$ cat src/rtl/icache_direct_if.sv
// icache_direct_if: groups the fetch-side and memory-side signals of the
// instruction cache.
//   imemREN/imemaddr  datapath fetch request and address
//   ihit/imemload     fetch satisfied, fetched instruction
//   iREN/iaddr        memory read request and address
//   iwait/iload       memory busy flag and read data
// Modports:
//   slave  - the cache's view (consumes requests, drives results and memory reads)
//   master - the environment's view (datapath + memory controller)
interface icache_direct_if #(
  parameter int PC_W = 32
);
  logic            imemREN;
  logic [PC_W-1:0] imemaddr;
  logic            ihit;
  logic [PC_W-1:0] imemload;
  logic            iREN;
  logic [PC_W-1:0] iaddr;
  logic            iwait;
  logic [PC_W-1:0] iload;

  modport slave (
    input  imemREN, imemaddr, iwait, iload,
    output ihit, imemload, iREN, iaddr
  );

  modport master (
    output imemREN, imemaddr, iwait, iload,
    input  ihit, imemload, iREN, iaddr
  );
endinterface

$ cat src/rtl/icache_direct.sv
// icache_direct: direct-mapped, one-word-per-block instruction cache between
// the fetch stage and the memory controller. Hits are served combinationally;
// a miss stalls the datapath (ihit=0), reads the word from memory and installs
// it, after which the lookup hits from the installed frame.
// Ports:
//   CLK   rising-edge clock
//   nRST  asynchronous active-low reset
//   bus   icache_direct_if.slave (fetch and memory handshake signals)
//
// state | meaning
// ------+-----------------------------------------------------------
// IDLE  | lookup of imemaddr; a requested miss captures miss_addr
// MISS  | memory read of miss_addr held until iwait=0, then fill
module icache_direct #(
  parameter int SETS = 16,
  parameter int PC_W = 32
) (
  input  logic            CLK,
  input  logic            nRST,
  icache_direct_if.slave  bus
);
  localparam int IDX_W = $clog2(SETS);
  localparam int TAG_W = PC_W - 2 - IDX_W;

  typedef enum logic {IDLE, MISS} state_t;

  state_t state_q, state_nxt;

  logic [SETS-1:0]  valid_q;
  logic [TAG_W-1:0] tag_q  [SETS];
  logic [PC_W-1:0]  data_q [SETS];
  logic [PC_W-1:0]  miss_addr_q;

  logic [IDX_W-1:0] req_idx;
  logic [TAG_W-1:0] req_tag;
  logic [IDX_W-1:0] fill_idx;
  logic [TAG_W-1:0] fill_tag;
  logic             hit;
  logic             fill;
  logic             capture;

  logic             ihit_c;
  logic [PC_W-1:0]  imemload_c;
  logic             iren_c;
  logic [PC_W-1:0]  iaddr_c;

  assign req_idx  = bus.imemaddr[IDX_W+1:2];
  assign req_tag  = bus.imemaddr[PC_W-1:IDX_W+2];
  assign fill_idx = miss_addr_q[IDX_W+1:2];
  assign fill_tag = miss_addr_q[PC_W-1:IDX_W+2];

  assign hit     = bus.imemREN && valid_q[req_idx] && (tag_q[req_idx] == req_tag);
  assign capture = (state_q == IDLE) && bus.imemREN && !hit;
  assign fill    = (state_q == MISS) && !bus.iwait;

  always_comb begin
    state_nxt  = state_q;
    ihit_c     = 1'b0;
    imemload_c = '0;
    iren_c     = 1'b0;
    iaddr_c    = '0;
    case (state_q)
      IDLE: begin
        ihit_c = hit;
        if (hit) imemload_c = data_q[req_idx];
        if (capture) state_nxt = MISS;
      end
      MISS: begin
        // The read address is the captured one, so a redirect of imemaddr
        // during the fill cannot corrupt the transaction in flight.
        iren_c  = 1'b1;
        iaddr_c = miss_addr_q;
        if (!bus.iwait) state_nxt = IDLE;
      end
      default: state_nxt = IDLE;
    endcase
  end

  assign bus.ihit     = ihit_c;
  assign bus.imemload = imemload_c;
  assign bus.iREN     = iren_c;
  assign bus.iaddr    = iaddr_c;

  always_ff @(posedge CLK or negedge nRST) begin
    if (!nRST) begin
      state_q     <= IDLE;
      miss_addr_q <= '0;
      valid_q     <= '0;
    end else begin
      state_q <= state_nxt;
      if (capture) miss_addr_q <= {bus.imemaddr[PC_W-1:2], 2'b00};
      if (fill) valid_q[fill_idx] <= 1'b1;
    end
  end

  // Tag and data are only meaningful behind a set valid bit, so they carry
  // no reset.
  always_ff @(posedge CLK) begin
    if (fill) begin
      tag_q[fill_idx]  <= fill_tag;
      data_q[fill_idx] <= bus.iload;
    end
  end
endmodule

$ cat src/flat_wrapper.sv
// flat-port wrapper written by rule: the top's interface ports become plain ports
module icache_direct_flat 
#(
  parameter int SETS = 16,
  parameter int PC_W = 32
)
  (CLK, nRST, bus_imemREN, bus_imemaddr, bus_iwait, bus_iload, bus_ihit, bus_imemload, bus_iREN, bus_iaddr);
  icache_direct_if #(.PC_W(PC_W)) bus_i ();
  input  logic CLK;
  input  logic nRST;
  input wire logic [$bits(bus_i.imemREN)-1:0] bus_imemREN;
  input wire logic [$bits(bus_i.imemaddr)-1:0] bus_imemaddr;
  input wire logic [$bits(bus_i.iwait)-1:0] bus_iwait;
  input wire logic [$bits(bus_i.iload)-1:0] bus_iload;
  output wire logic [$bits(bus_i.ihit)-1:0] bus_ihit;
  output wire logic [$bits(bus_i.imemload)-1:0] bus_imemload;
  output wire logic [$bits(bus_i.iREN)-1:0] bus_iREN;
  output wire logic [$bits(bus_i.iaddr)-1:0] bus_iaddr;
  assign bus_i.imemREN = bus_imemREN;
  assign bus_i.imemaddr = bus_imemaddr;
  assign bus_i.iwait = bus_iwait;
  assign bus_i.iload = bus_iload;
  assign bus_ihit = bus_i.ihit;
  assign bus_imemload = bus_i.imemload;
  assign bus_iREN = bus_i.iREN;
  assign bus_iaddr = bus_i.iaddr;
  icache_direct #(.SETS(SETS), .PC_W(PC_W)) u_core (.CLK(CLK), .nRST(nRST), .bus(bus_i));
endmodule
$ cat config.mk
export PLATFORM = sky130hd
export DESIGN_NAME = icache_direct_flat
export DESIGN_NICKNAME = d
export VERILOG_FILES = /design/src/rtl/icache_direct_if.sv /design/src/rtl/icache_direct.sv /design/src/flat_wrapper.sv
export SDC_FILE = /design/constraint.sdc
export NUM_CORES = 1
export LEC_CHECK = 0
export ABC_CLOCK_PERIOD_IN_PS = 8900
export CORE_ASPECT_RATIO = 0.5
export CORE_MARGIN = 2
export CORE_UTILIZATION = 61
export DETAILED_ROUTE_END_ITERATION = 6
export PLACE_DENSITY_LB_ADDON = 0.08
export SETUP_SLACK_MARGIN = 0.2
export SLEW_MARGIN = 30
export SYNTH_ARGS = -nofsm -noshare
export SYNTH_HDL_FRONTEND = slang
export SYNTH_SLANG_ARGS = --single-unit
export TNS_END_PERCENT = 50
$ cat constraint.sdc
create_clock -name CLK -period 8.9 [get_ports CLK]
set_input_delay 1.78 -clock CLK [delete_from_list [all_inputs] [get_ports CLK]]
set_output_delay 1.78 -clock CLK [all_outputs]
set_load 0.01 [all_outputs]
==> run summary, run 1 <==
CP Capture Type - primary output
CTS Root Cell - clkbuf_16
layout cell share with drive strength beyond 1 - 0.272
ANT cells - 0
GRT overflow - 0
slowest stage cell, crit path - nor4b_2
core area - 61,200 sq um
vias in the first global route - 18,000
Hold-fix buffers, CTS - 0
Via density - 6.41
largest net degree at the start of global routing - 113
# setup viols final - 0
CTS Buffer Depth - 3
die area - 64,100 sq um
CTS tree - built
status - finished clean
Post-synth EDFFs - 928
CTS H-tree lvls - 3
Worst R2R Path Depth - 8
Synth Cell Area - 37,800 sq um
Layout Cells excl Fill - 2,701
DR WL/cell - 30.3 um
Int Pwr - 0.00763 W
Clock power frac - 0.364
mean area per synthesized cell - 23.2 sq um
area grow syn2layout - 13.5%
skew final - 0.0156 ns
ranking of synthesized cells by area - edfxtp_1 (74%), mux4_2 (15%), dfrtp_1 (3.1%), mux2i_1 (1.3%), mux2_4 (1.2%)
vias post-DR - 17,300
post-synthesis sequential area ratio - 0.768
FMAX - 127 MHz
crit path kind - input pin to primary output
Starting Density - 0.618
Worst-Margin Slew - 0.984 ns
Final Cycle Share - 0.887
gpl congestion - 0.743
CP Launch Type - input pin
sw power - 0.00211 W
Synth async-reset ratio - 0.0482
Worst-Skew Late Latency - 0.62 ns
Num Clock Sinks - 975
Row Count - 64
DRC - 0
worst min path class - flip-flop to flip-flop
CP required - 7.12 ns
final max-slew violation count - 0
max_cap viols - 0
top cell type's share of synthesized area - 0.737
Syn Inst Count - 1,633
Worst path max stage delay - 0.61 ns
Sequential Power Share - 0.562
drt first pass iters - 5
Die Y - 180 um
combinational share of power - 0.074
Power Density - 227 nW/um^2
min-delay src - u_core.valid_q[6]$_DFFE_PN0P_
hold path depth - 1
critical path arrival - 6.11 ns
crit path from - bus_imemaddr[2]
Starting DRT DRC Count - 2,037
Sw Ratio - 0.217
post-synth cell types - 48
LEAKAGE - 13.7 nW
crit-path cells - buf_8 -> buf_4 -> mux4_2 -> mux4_2 -> xnor2_1 -> nor4b_2 -> nand4_1 -> buf_4 -> nor2b_1 -> clkdlybuf4s50_1
Final nets - 1,879
Setup TNS Final - 0 ns
Synth Warn # - 0
Detailed Route WL - 81.9 mm
Primary FF master, synth - edfxtp_1
Inst Count DP - 2,550
initial antenna violation count - 0
top-count cell post-synth - edfxtp_1
reg2reg start - u_core.tag_q[15][9]$_DFFE_PP_
Die Width - 356 um
# port buffers - 129
Clock transition at path regs - 0.07 ns
Yosys top cell by area - edfxtp_1
RSZ-0062 raised after global routing - false
Rel. slew slack - 0.342
global-route wire length before repair - 119 mm
fillers - 3,669
Synth Register Bits - 975
Max VDD drop - 0.158 mV
boundary pin count - 134
min cycle time layout - 7.89 ns
Final HPWL DP - 41.9 mm
final hold vios - 0
Gates resized, CTS repair - 0
TritonCTS buffer count - 81
Global Route Usage Sum - 0.261
top cells by count, synth - edfxtp_1 (928), mux4_2 (259), mux2i_1 (50)
critical-path maximum fanout - 57
DRT antenna net count - 0
Setup Buffers After CTS - 0
-- cell type report --
type,instances,area (sq um),share of cell area
sequential,975,29000,0.677
multi-input combinational,571,8440,0.197
clock buffer,104,2250,0.0524
timing repair buffer,177,1740,0.0405
tap,825,1030,0.0241
clock inverter,44,380,0.00886
inverter,5,21.3,0.000496
-- final timing paths --
check	to	slack, ns
setup / recovery	bus_imemload[20]	1.01
hold / removal	u_core.valid_q[6]$_DFFE_PN0P_	0.47
setup reg to reg	u_core.miss_addr_q[2]$_DFFE_PN0P_	5.08
hold reg to reg	u_core.valid_q[6]$_DFFE_PN0P_	0.47
max in group asynchronous	u_core.miss_addr_q[14]$_DFFE_PN0P_	7.00
min in group asynchronous	u_core.miss_addr_q[5]$_DFFE_PN0P_	1.36
-- power groups by stage --
stage                     Clock [W]  Combinational (W)  Sequential (W)
after floorplan                   0           0.000458         0.00551
after global placement            0           0.000710         0.00554
after detailed placement          0           0.000727         0.00557
after CTS                   0.00361           0.000731         0.00547
after global routing        0.00378           0.000770         0.00550
final                       0.00355           0.000723         0.00547
-- state kept, by name, summed over array words and instances, names as in the netlist --
signal and count:
u_core.data_q 512, u_core.tag_q 416, u_core.miss_addr_q 30, u_core.valid_q 16
u_core.state_q 1
-- worst max-delay path: cells and delay by family --
kind                      cells  cell delay (ns)
and+or+nand+nor               3             1.14
buffers and inverters         4             1.81
muxes                         2             1.02
xor gates and xnor gates      1             0.30
-- stage by stage --
step | setup slack (ns) | cell area (sq um) | power (W) | hold slack, ns | utilization
after detailed placement | 1.05 | 40200 | 0.00630 | 0.456 | 0.657
after CTS | 0.969 | 42800 | 0.00981 | 0.472 | 0.700
after global routing | 0.859 | 42900 | 0.0100 | 0.488 | 0.701
after global placement | 1.09 | 40200 | 0.00625 | 0.446 | 0.657
final | 1.01 | 42900 | 0.00974 | 0.469 | 0.701
after floorplan | 2.07 | 37800 | 0.00597 | 0.434 | -
-- kinds of logic after synthesis --
family                 after synthesis  share of synthesized area
AO/OA/AOI/OAI                       39                    0.00774
XOR/XNOR                            32                    0.00741
buffers and inverters               88                     0.0118
flip-flops                         975                      0.768
multiplexers                       348                      0.182
other                                1                  0.0000992
AND/OR/NAND/NOR                    150                     0.0228
-- routing by layer --
layer | vias to the layer above | routed length, um | track usage
met5 | - | 0 | 0
met4 | 0 | 1650 | 0.0630
met3 | 114 | 5230 | 0.0430
met2 | 638 | 41300 | 0.428
met1 | 9370 | 33700 | 0.376
li1 | 7187 | - | -
-- cells in the final DEF (no fill, tap or decap), types with 5 or more instances in the layout --
| master | synthesis | routed |
|---|---|---|
| nor2b_1 | 38 | 38 |
| o22ai_1 | 6 | 6 |
| mux4_2 | 259 | 259 |
| dfrtp_1 | 47 | 47 |
| edfxtp_1 | 928 | 928 |
| nand2_1 | 14 | 14 |
| xor2_1 | 7 | 7 |
| mux2_4 | 29 | 29 |
| nor2_4 | 0 | 12 |
| and2_1 | 31 | 31 |
| nand3_1 | 7 | 7 |
| clkbuf_16 | 0 | 85 |
| mux2i_1 | 50 | 50 |
| clkinv_2 | 0 | 22 |
| clkinv_1 | 0 | 13 |
| clkbuf_8 | 0 | 5 |
| clkdlybuf4s50_1 | 0 | 124 |
| xnor2_1 | 25 | 25 |
| bufinv_16 | 0 | 6 |
| clkbuf_1 | 34 | 14 |
| nor2_1 | 19 | 7 |
| buf_4 | 9 | 43 |
| mux2_2 | 10 | 10 |
| or2_2 | 17 | 17 |
| nand2b_1 | 7 | 7 |
| a22oi_1 | 6 | 6 |
(Power assumes the default switching activity.)
==> inputs of run 2 (changes only) <==
Settings changed: CTS_CLUSTER_DIAMETER set to 120.
==> results of run 2 <==
Same layout as run 1: the final DEF is identical, and so are final timing and power.
